**config.mk**
```make
export PLATFORM = sky130hd
export DESIGN_NAME = rgb_pwm_sequencer
export DESIGN_NICKNAME = d
export VERILOG_FILES = /design/src/rtl/rgb_pkg.sv /design/src/rtl/pwm_tick_gen.sv /design/src/rtl/rgb_pwm_sequencer.sv
export SDC_FILE = /design/constraint.sdc
export NUM_CORES = 1
export LEC_CHECK = 0
export BUFFER_PORTS_ARGS = -buffer_cell sky130_fd_sc_hd__buf_2
export CAP_MARGIN = 10
export CORE_MARGIN = 3
export CORE_UTILIZATION = 35
export CTS_CLUSTER_DIAMETER = 80
export CTS_CLUSTER_SIZE = 8
export DETAILED_ROUTE_END_ITERATION = 8
export REMOVE_ABC_BUFFERS = 1
export SETUP_SLACK_MARGIN = 0.3
export SYNTH_ARGS = -nofsm -noshare
export SYNTH_HDL_FRONTEND = slang
export SYNTH_SLANG_ARGS = --single-unit
```
**constraint.sdc**
```tcl
create_clock -name hw_clk -period 2.4 [get_ports hw_clk]
set_clock_uncertainty 0.1 [all_clocks]
set_input_delay 0.36 -clock hw_clk [delete_from_list [all_inputs] [get_ports hw_clk]]
set_output_delay 0.36 -clock hw_clk [all_outputs]
set_load 0.05 [all_outputs]
```
**src/rtl/rgb_pkg.sv**
```systemverilog
// rgb_pkg: FSM state encodings, colour indices and the colour-rotation helper for the RGB PWM sequencer.
package rgb_pkg;
    localparam logic [2:0] IDLE      = 3'd0;
    localparam logic [2:0] RAMP_UP   = 3'd1;
    localparam logic [2:0] HOLD      = 3'd2;
    localparam logic [2:0] RAMP_DOWN = 3'd3;
    localparam logic [2:0] GAP       = 3'd4;

    localparam logic [1:0] COL_RED   = 2'd0;
    localparam logic [1:0] COL_GREEN = 2'd1;
    localparam logic [1:0] COL_BLUE  = 2'd2;

    // Nearest enabled colour after cur, cyclically; cur itself if it is the only one set.
    function automatic logic [1:0] next_color(input logic [1:0] cur, input logic [2:0] mask);
        logic [1:0] c;
        next_color = cur;
        for (int k = 3; k >= 1; k--) begin
            c = 2'((int'(cur) + k) % 3);
            if (mask[c]) next_color = c;
        end
    endfunction
endpackage

```
**src/rtl/pwm_tick_gen.sv**
```systemverilog
// pwm_tick_gen: tick prescaler and free-running PWM counter, both held at zero while clr_i is high.
module pwm_tick_gen #(
    parameter int TICK_DIV = 12,
    parameter int PWM_BITS = 8
) (
    input  logic                hw_clk,
    input  logic                rst,
    input  logic                clr_i,
    output logic                tick_o,
    output logic [PWM_BITS-1:0] pwm_cnt_o,
    output logic                period_end_o
);
    localparam int PW = TICK_DIV > 1 ? $clog2(TICK_DIV) : 1;
    localparam logic [PW-1:0] PRE_MAX = PW'(TICK_DIV - 1);

    logic [PW-1:0]       pre_q, pre_d;
    logic [PWM_BITS-1:0] cnt_q, cnt_d;

    assign tick_o       = !clr_i && pre_q == PRE_MAX;
    assign period_end_o = tick_o && &cnt_q;
    assign pwm_cnt_o    = cnt_q;

    always_comb begin
        pre_d = (clr_i || tick_o) ? '0 : pre_q + 1'b1;
        cnt_d = clr_i ? '0 : cnt_q + PWM_BITS'(tick_o);
    end

    always_ff @(posedge hw_clk) begin
        if (rst) begin
            pre_q <= '0;
            cnt_q <= '0;
        end else begin
            pre_q <= pre_d;
            cnt_q <= cnt_d;
        end
    end
endmodule

```
**src/rtl/rgb_pwm_sequencer.sv**
```systemverilog
// rgb_pwm_sequencer: breathing RGB sequence (ramp up, hold, ramp down, gap) per enabled colour,
// driving registered PWM outputs for the SB_RGBA_DRV pins.
module rgb_pwm_sequencer
    import rgb_pkg::*;
#(
    parameter int TICK_DIV     = 12,
    parameter int PWM_BITS     = 8,
    parameter int STEP         = 1,
    parameter int HOLD_PERIODS = 64,
    parameter int GAP_PERIODS  = 32
) (
    input  logic       hw_clk,
    input  logic       rst,
    input  logic       enable,
    input  logic [2:0] color_mask,
    output logic       pwm_red,
    output logic       pwm_green,
    output logic       pwm_blue,
    output logic [1:0] active_color,
    output logic       busy
);
    localparam int MAX_I  = (1 << PWM_BITS) - 1;
    localparam int STEP_C = STEP > MAX_I ? MAX_I : STEP;
    localparam int PMAX   = HOLD_PERIODS > GAP_PERIODS ? HOLD_PERIODS : GAP_PERIODS;
    localparam int CNT_W  = $clog2(PMAX + 1);
    localparam logic [PWM_BITS-1:0] MAX    = '1;
    localparam logic [PWM_BITS:0]   STEP_W = (PWM_BITS + 1)'(STEP_C);
    localparam logic [PWM_BITS-1:0] STEP_N = PWM_BITS'(STEP_C);
    localparam logic [CNT_W-1:0]    HOLD_N = CNT_W'(HOLD_PERIODS);
    localparam logic [CNT_W-1:0]    GAP_N  = CNT_W'(GAP_PERIODS);

    logic [2:0]          state_q, state_d;
    logic [PWM_BITS-1:0] duty_q, duty_d;
    logic [CNT_W-1:0]    per_q, per_d;
    logic [1:0]          col_q, col_d;
    logic [2:0]          pwm_q, pwm_d;

    logic                tick, period_end, pe, on;
    logic [PWM_BITS-1:0] pwm_cnt, up_duty, dn_duty;
    logic [PWM_BITS:0]   up_sum;
    logic [CNT_W-1:0]    per_inc;

    pwm_tick_gen #(.TICK_DIV(TICK_DIV), .PWM_BITS(PWM_BITS)) u_tick (
        .hw_clk       (hw_clk),
        .rst          (rst),
        .clr_i        (state_q == IDLE || !enable),
        .tick_o       (tick),
        .pwm_cnt_o    (pwm_cnt),
        .period_end_o (period_end)
    );

    assign pe      = tick && period_end;
    assign up_sum  = {1'b0, duty_q} + STEP_W;
    assign up_duty = up_sum > {1'b0, MAX} ? MAX : up_sum[PWM_BITS-1:0];
    assign dn_duty = duty_q < STEP_N ? '0 : duty_q - STEP_N;
    assign per_inc = per_q + 1'b1;
    assign on      = enable && (state_q == RAMP_UP || state_q == HOLD || state_q == RAMP_DOWN) && pwm_cnt < duty_q;
    assign pwm_d   = {3{on}} & {col_q == COL_BLUE, col_q == COL_GREEN, col_q == COL_RED};

    always_comb begin
        state_d = state_q;
        duty_d  = duty_q;
        per_d   = per_q;
        col_d   = col_q;
        if (!enable) begin
            state_d = IDLE;
            duty_d  = '0;
            per_d   = '0;
            col_d   = COL_RED;
        end else begin
            case (state_q)
                IDLE: if (|color_mask) begin
                    state_d = RAMP_UP;
                    duty_d  = '0;
                    per_d   = '0;
                    col_d   = next_color(COL_BLUE, color_mask);
                end
                RAMP_UP: if (pe) begin
                    duty_d = up_duty;
                    if (up_duty == MAX) begin
                        state_d = HOLD;
                        per_d   = '0;
                    end
                end
                HOLD: if (pe) begin
                    per_d = per_inc;
                    if (per_inc == HOLD_N) begin
                        state_d = RAMP_DOWN;
                        per_d   = '0;
                    end
                end
                RAMP_DOWN: if (pe) begin
                    duty_d = dn_duty;
                    if (dn_duty == '0) begin
                        state_d = GAP;
                        per_d   = '0;
                    end
                end
                GAP: if (pe) begin
                    per_d = per_inc;
                    if (per_inc == GAP_N) begin
                        // Mask is only looked at here, so mid-colour changes wait for the gap to finish.
                        per_d   = '0;
                        duty_d  = '0;
                        state_d = |color_mask ? RAMP_UP : IDLE;
                        col_d   = |color_mask ? next_color(col_q, color_mask) : col_q;
                    end
                end
                default: state_d = IDLE;
            endcase
        end
    end

    always_ff @(posedge hw_clk) begin
        if (rst) begin
            state_q <= IDLE;
            duty_q  <= '0;
            per_q   <= '0;
            col_q   <= COL_RED;
            pwm_q   <= '0;
        end else begin
            state_q <= state_d;
            duty_q  <= duty_d;
            per_q   <= per_d;
            col_q   <= col_d;
            pwm_q   <= pwm_d;
        end
    end

    assign pwm_red      = pwm_q[COL_RED];
    assign pwm_green    = pwm_q[COL_GREEN];
    assign pwm_blue     = pwm_q[COL_BLUE];
    assign active_color = col_q;
    assign busy         = state_q != IDLE;
endmodule

```
[Word-level counts from Yosys, hierarchy flattened]
Cells that the tools add are included.
Word-level totals
  bits in writable memories: 0
  memories kept: 0
  output and inout port bits: 6
  bits of input ports: 6
  flip-flop bits (word level): 35
  bits in latches: 0
  bits in read-only memories: 0
  word-level logic and storage cells: 119
Cells by class
  reductions and logical operators: 27
  multiplexer cells: 45
  equal/unequal tests: 21
  shift operators: 0
  magnitude comparators: 6
  divide/modulo/power cells: 3
  bitwise gates (word level): 2
  multiply operators: 0
  add/subtract/negate cells: 8
Operator list (number)
  modulo 32 x 3 -> 32 bit, second input constant: 3
  two-way mux 7 bit: 9
  two-way mux 8 bit: 7
  one-hot mux 7 bit (5 select lines): 1
  one-hot mux 8 bit (4 select lines): 1
  two-way mux 3 bit: 9
  two-way mux 2 bit: 9
  AND reduction 8 bit: 2
  one-hot mux 3 bit (5 select lines): 1
  != test 2 bit, second input constant: 6
  AND reduction 6 bit: 2
  adder 8 x 1 -> 9 bit, second input constant: 1
  greater-than comparator 9 x 8 -> 1 bit, second input constant: 1
  less-than comparator 2 x 3 -> 1 bit, second input constant: 3
  AND reduction 9 bit: 1
  adder 8 x 1 -> 8 bit: 1
  equality test 8 bit, second input constant: 1
  logical NOT 8 bit: 1
  less-than comparator 8 x 1 -> 1 bit, second input constant: 1
  less-than comparator 8 bit: 1
  != test 2 x 1 -> 1 bit, second input constant: 4
  subtractor 8 x 1 -> 8 bit, second input constant: 1
  adder 7 x 1 -> 7 bit, second input constant: 1
  equality test 7 x 6 -> 1 bit, second input constant: 1
  other kinds (27): 44

[Depth between registers and ports, before layout]
  word-level depth: 11
  mapped depth: 9
  mapped depth without buffers: 9

[Cells and area by module]
From an unflattened synthesis, not the netlist that was laid out.
Unflattened totals
  cell total of the unflattened synthesis: 358
  area total of the unflattened synthesis: 2819.0 µm²
Modules (own cells, without submodules)
  rgb_pwm_sequencer: seq. area each 460.4 µm², area each 2301.0 µm², cells an instance 301, instances 1
  pwm_tick_gen: seq. area each 240.2 µm², area each 518.0 µm², cells an instance 57, instances 1

[Least setup slack after synthesis]
No wires, ideal clock.
  path type: reg-to-reg
  start point: register state_q[2]
  end point: register state_q[0]
  path slack: -0.133 ns
  data required time: 2.179 ns
  buffers on the path: 1
  library setup time: 0.121 ns
  stages on the path, launching flop included: 8
  arrival: 2.311 ns
  period minus slack after synthesis: 2.533 ns
  cell sequence: dfxtp_1 or3_1 clkbuf_1 nor2_1 a31oi_1 nand3_4 or3_4 mux2_4
On the way
  cells in the longest elaborated chain, start to end: 8
  elaborated cells between the ends (all ways): 21
  classes of those cells: eq/ne: 13; mux: 1; reduce/logical: 7
RTL lines
  start: declaration: RTL line rgb_pwm_sequencer.sv:32  | logic [2:0] state_q, state_d;
  start signal: assignment: RTL line rgb_pwm_sequencer.sv:122  | state_q <= state_d;
  logical NOT 3 bit: RTL line rgb_pwm_sequencer.sv:46, rgb_pwm_sequencer.sv:71
  logical OR 1 bit: RTL line rgb_pwm_sequencer.sv:46  | .clr_i (state_q == IDLE || !enable),
  logical NOT 1 bit: RTL line pwm_tick_gen.sv:19  | assign tick_o = !clr_i && pre_q == PRE_MAX;
  logical AND 1 bit: RTL line pwm_tick_gen.sv:19
  logical AND 1 bit: RTL line pwm_tick_gen.sv:20  | assign period_end_o = tick_o && &cnt_q;
  logical AND 1 bit: RTL line rgb_pwm_sequencer.sv:52  | assign pe = tick && period_end;
  != test 2 bit (no line)
  AND reduction 9 bit (no line)
Several ways; a longest one is shown, not always the timed one.
A chain may end at the register's enable or synchronous reset.

[Worst setup path in the final report]
  start point: register duty_q[0]
  end point: register state_q[0]
On the way
  cells in the longest elaborated chain, start to end: 6
  elaborated cells between the ends (all ways): 11
  classes of those cells: add/sub: 2; order compare: 2; eq/ne: 3; mux: 2; reduce/logical: 2
RTL lines
  start: declaration: RTL line rgb_pwm_sequencer.sv:33  | logic [PWM_BITS-1:0] duty_q, duty_d;
  start signal: assignment: RTL line rgb_pwm_sequencer.sv:123  | duty_q <= duty_d;
  adder 8 x 1 -> 9 bit: RTL line rgb_pwm_sequencer.sv:53  | assign up_sum = {1'b0, duty_q} + STEP_W;
  greater-than comparator 9 x 8 -> 1 bit: RTL line rgb_pwm_sequencer.sv:54  | assign up_duty = up_sum > {1'b0, MAX} ? MAX : up_sum[PWM_BITS-1:0];
  two-way mux 8 bit: RTL line rgb_pwm_sequencer.sv:54
  equality test 8 bit: RTL line rgb_pwm_sequencer.sv:80  | if (up_duty == MAX) begin
  != test 2 x 1 -> 1 bit (no line)
  AND reduction 9 bit (no line) (*)
Mark *: on every way between the ends. The rest lies on a longest branch, timed or not.

==> flow_results.org <==
** Floorplan
- The die covers 0.00878 sq mm.
- After floorplanning, the core was sized to cover 0.00737 sq mm.
- During I/O placement, the number of pins put on the boundary was 12.
- Overall die height :: 93.7 um
- The floorplan has 31 rows.
- Horizontal extent of the die :: 93.7 um
- Starting density of the core :: 36.5%

** STA
- For the pin with the worst max-slew slack, the measured transition is 0.520 ns.
- Setup repair after global routing missed its margin :: true
- Setup violations remaining at the end of the flow were counted as 0.
- Fin crit period :: 2.29 ns
- Pins Over Slew Limit :: 0
- Number of hold violations in the final report :: 0
- In the finished design, the share of the clock period the worst path needs comes to 95.4%.
- In the final timing run, aggregate negative setup slack is 0 ns.
- The worst pin sits at a relative slew slack of 65.2%.
- Peak clock frequency supported by timing :: 0.437 GHz

** Power
- Internal power component :: 0.899 mW
- Switching part of the total power :: 30.1%
- Summed over all cells, the static leakage comes to 1.33 nW.
- Part of the power in the clock network :: 34.9%
- Combinational cells account for 18.8% of the total power.
- Worst vdd rail ir drop :: 0.000303 V
- Net switching power figure :: 0.387 mW
- Registers are responsible for 46.2% of the overall power.
- Dividing total power by cell area gives a power density of 371 mW/mm^2.

** Synthesis
- Post-synthesis cell type with the largest combined area :: sky130_fd_sc_hd__dfxtp_1
- By area the synthesized netlist is led by sky130_fd_sc_hd__dfxtp_1 26%, sky130_fd_sc_hd__ha_1 8.8%, sky130_fd_sc_hd__nand2_1 5.6%.
- Share of the synthesized area in the top cell type :: 26.0%
- Most instantiated cells after synthesis :: 40 x sky130_fd_sc_hd__nand2_1, 38 x sky130_fd_sc_hd__nor2_1, 35 x sky130_fd_sc_hd__dfxtp_1
- The most common cell in the synthesized netlist is sky130_fd_sc_hd__nand2_1.
- Cell area after technology mapping :: 0.00269 sq mm
- Mean post-synth cell area :: 7.65 sq um
- Syn Inst Count :: 352
- Async S/R FF share, synth :: 0%
- The synthesized design contains 35 register bits.
- Warning count from the yosys run :: 0
- Sequential elements use 26.0% of the synthesized area.
- Count of flip-flops with a built-in enable after synthesis :: 0
- In this run, distinct cell masters in the synthesized netlist total 62.
- Most used flip-flop cell after synthesis :: sky130_fd_sc_hd__dfxtp_1

** Global routing
- Number of global-route vias before repair :: 2601
- First-pass GRT wire length :: 12500 um
- Total GRT Usage :: 17.6%
- Pin count of the biggest net entering global routing :: 16
- The initial antenna violation count is 0.
- Total grt overflow :: 0

** Layout
- P&R area growth vs syn :: 28.8%
- The final layout contains 424 nets.
- Layout Cells excl Fill :: 499
- 0 antenna diodes ended up in the layout.
- Cells fill 47.0% of the core in the end.
- The post-route netlist has 28.2% of its cells at a drive strength greater than 1.

** Detailed routing
- Routed WL :: 7570 um
- Starting DRC count in detailed routing :: 263
- Using the TritonRoute via totals, the vias-per-cell ratio works out to 5.59.
- DR WL/cell :: 15.2 um
- After detailed routing, the number of remaining DRC violations is 0.
- Initial DRT Pass Iterations :: 5
- Via Count :: 2790
- Once detail routing completed, the nets flagged for antenna violations numbered 0.

** Clocking
- The H-tree generated during clock tree synthesis spans 2 levels.
- Total clock buffers created by CTS :: 5
- The longest clock path from root to sink contains 2 buffers.
- The tree is rooted in a sky130_fd_sc_hd__clkbuf_8.
- Count of clock tree sinks :: 35
- Clk_lat worst skew :: 0.29 ns
- Clock tree from TritonCTS :: done
- Hold-fix buffers, CTS :: 0
- Clock-pin slew of the registers on the worst-case setup and hold paths :: 0.08 ns

** Worst setup path
- STA classifies the critical path startpoint as a flip-flop.
- Peak per-stage delay on the critical path :: 0.56 ns
- For this design, the slowest cell found on the critical path is sky130_fd_sc_hd__or4_4.
- Endpoint arrival time on the critical path :: 2.37 ns
- Of all nets on the critical path, the largest fanout is 3.
- Crit. End Element :: flip-flop
- The critical path is of the reg -> reg type.
- Cell Chain, Critical Path :: or4_4 > nor2b_4 > mux2i_4 > nand2_2 > or3_4 > mux2_4
- Data on the critical path is required at its endpoint by 2.48 ns.
- The number of buffers and inverters on the critical path is 0.
- Crit path max-delay family :: simple AND/OR/NAND/NOR gates
- For flop-to-flop paths, the worst setup slack is 0.11 ns.

** Placement
- Port bufs :: 11
- Cell Count Post-Placement :: 477
- The wire-length estimate of the detail-placed layout is 5390 um.
- Routability-driven placement finished with a final weighted congestion of 0.915.

** Hold path
- The min-delay analysis places its worst path in the category in -> reg.

** Run
- Max-cap violations :: 0

** Run status
- The run finished with clean final reports.
worst min-delay path, stage by stage:
cell	delay, ns
sky130_fd_sc_hd__buf_2	0.09
sky130_fd_sc_hd__nor2b_2	0.05
sky130_fd_sc_hd__nand2_1	0.11
sky130_fd_sc_hd__o32ai_2	0.09
cell type report:
type	count	area, sq um
fill	721	3900
multi-input combinational	282	2030
sequential	35	709
timing repair buffer	57	448
tap	99	124
clock buffer	5	68.8
inverter	18	67.6
clock inverter	3	20.0
kinds of logic (layout without fill, tap and decap cells):
| family | count (synthesis) | count (layout) | synth area share [%] |
|---|---|---|---|
| XOR/XNOR | 10 | 10 | 3.25 |
| multiplexers | 8 | 8 | 3.16 |
| adder cells (fa/ha/maj) | 19 | 19 | 8.83 |
| flip-flops | 35 | 35 | 26.0 |
| buffers and inverters | 35 | 83 | 5.48 |
| AND/OR/NAND/NOR | 155 | 155 | 30.0 |
| AO/OA/AOI/OAI | 90 | 90 | 23.3 |
power by group through the flow:
stage	Sequential, mW	Clock, mW	Combinational [mW]
after floorplan	0.611	0	0.113
after global placement	0.607	0	0.187
after detailed placement	0.608	0	0.190
after CTS	0.595	0.460	0.220
after global routing	0.597	0.491	0.260
final	0.595	0.450	0.242
layout by cell type, fill, tap and decap left out, types with 3 or more instances in the layout:
cell and instances:
sky130_fd_sc_hd__ha_1 13, sky130_fd_sc_hd__o21ai_2 4, sky130_fd_sc_hd__a31oi_1 7, sky130_fd_sc_hd__nand3_1 11, sky130_fd_sc_hd__o21ai_0 13, sky130_fd_sc_hd__xor2_1 4, sky130_fd_sc_hd__o21ai_1 3, sky130_fd_sc_hd__clkbuf_8 5
sky130_fd_sc_hd__mux2i_1 6, sky130_fd_sc_hd__ha_4 4, sky130_fd_sc_hd__dfxtp_2 7, sky130_fd_sc_hd__buf_6 4, sky130_fd_sc_hd__xnor2_1 6, sky130_fd_sc_hd__nand2_1 38, sky130_fd_sc_hd__dfxtp_1 28, sky130_fd_sc_hd__buf_4 40
sky130_fd_sc_hd__nand2_2 3, sky130_fd_sc_hd__and3_1 7, sky130_fd_sc_hd__o311ai_1 3, sky130_fd_sc_hd__a21oi_1 14, sky130_fd_sc_hd__nand4b_1 3, sky130_fd_sc_hd__nand4_1 7, sky130_fd_sc_hd__nand2b_1 5, sky130_fd_sc_hd__buf_2 11
sky130_fd_sc_hd__o31ai_1 4, sky130_fd_sc_hd__a211o_1 3, sky130_fd_sc_hd__or3_1 4, sky130_fd_sc_hd__nor2_1 37, sky130_fd_sc_hd__o211a_1 3, sky130_fd_sc_hd__o211ai_1 6, sky130_fd_sc_hd__o21a_1 6, sky130_fd_sc_hd__inv_1 18
sky130_fd_sc_hd__nor3_1 11
layer usage:
| metal | wire length, um | part of all wire, % | vias up | track usage, % |
|---|---|---|---|---|
| li1 | - | - | 1377 | - |
| met1 | 3540 | 47 | 1315 | 24.2 |
| met2 | 3560 | 47 | 90 | 28.6 |
| met3 | 386 | 5.1 | 8 | 2.80 |
| met4 | 88 | 1.2 | 0 | 5.05 |
| met5 | 0 | 0 | - | 0 |
path summary, 6_finish.rpt:
check | startpoint | to | cells after the start
setup / recovery | duty_q[0]$_SDFFE_PP0P_ | state_q[0]$_SDFFE_PP0P_ | 6
hold / removal | rst | state_q[1]$_SDFFE_PP0P_ | 4
setup reg to reg | duty_q[0]$_SDFFE_PP0P_ | state_q[0]$_SDFFE_PP0P_ | 6
hold reg to reg | per_q[6]$_SDFFE_PP0P_ | per_q[6]$_SDFFE_PP0P_ | 2
timing repair:
item | CTS | global route
endpoints found under the setup margin | 21 | 25
pin swaps | 14 | 11
resized for setup | 29 | 23
gates cloned | 1 | 0
buffers inserted | 8 | 5
stage by stage:
step                instance area [sq um]  hold slack (ns)  worst slack (ns)  total power, mW
floorplan                            2610            0.319            -0.113            0.724
global placement                     3050            0.392            0.0493            0.794
detailed placement                   3050            0.395          -0.00835            0.797
CTS                                  3320            0.341             0.145             1.28
global route                         3470            0.368            0.0410             1.35
finish                               3470            0.355             0.111             1.29
registers in the layout, indices dropped and copies added, names as in the netlist:
signal            count
duty_q                8
active_color          2
u_tick.pwm_cnt_o      8
per_q                 7
pwm_q                 3
state_q               3
u_tick.pre_q          4
No activity file was read; power rests on OpenSTA's default activity.
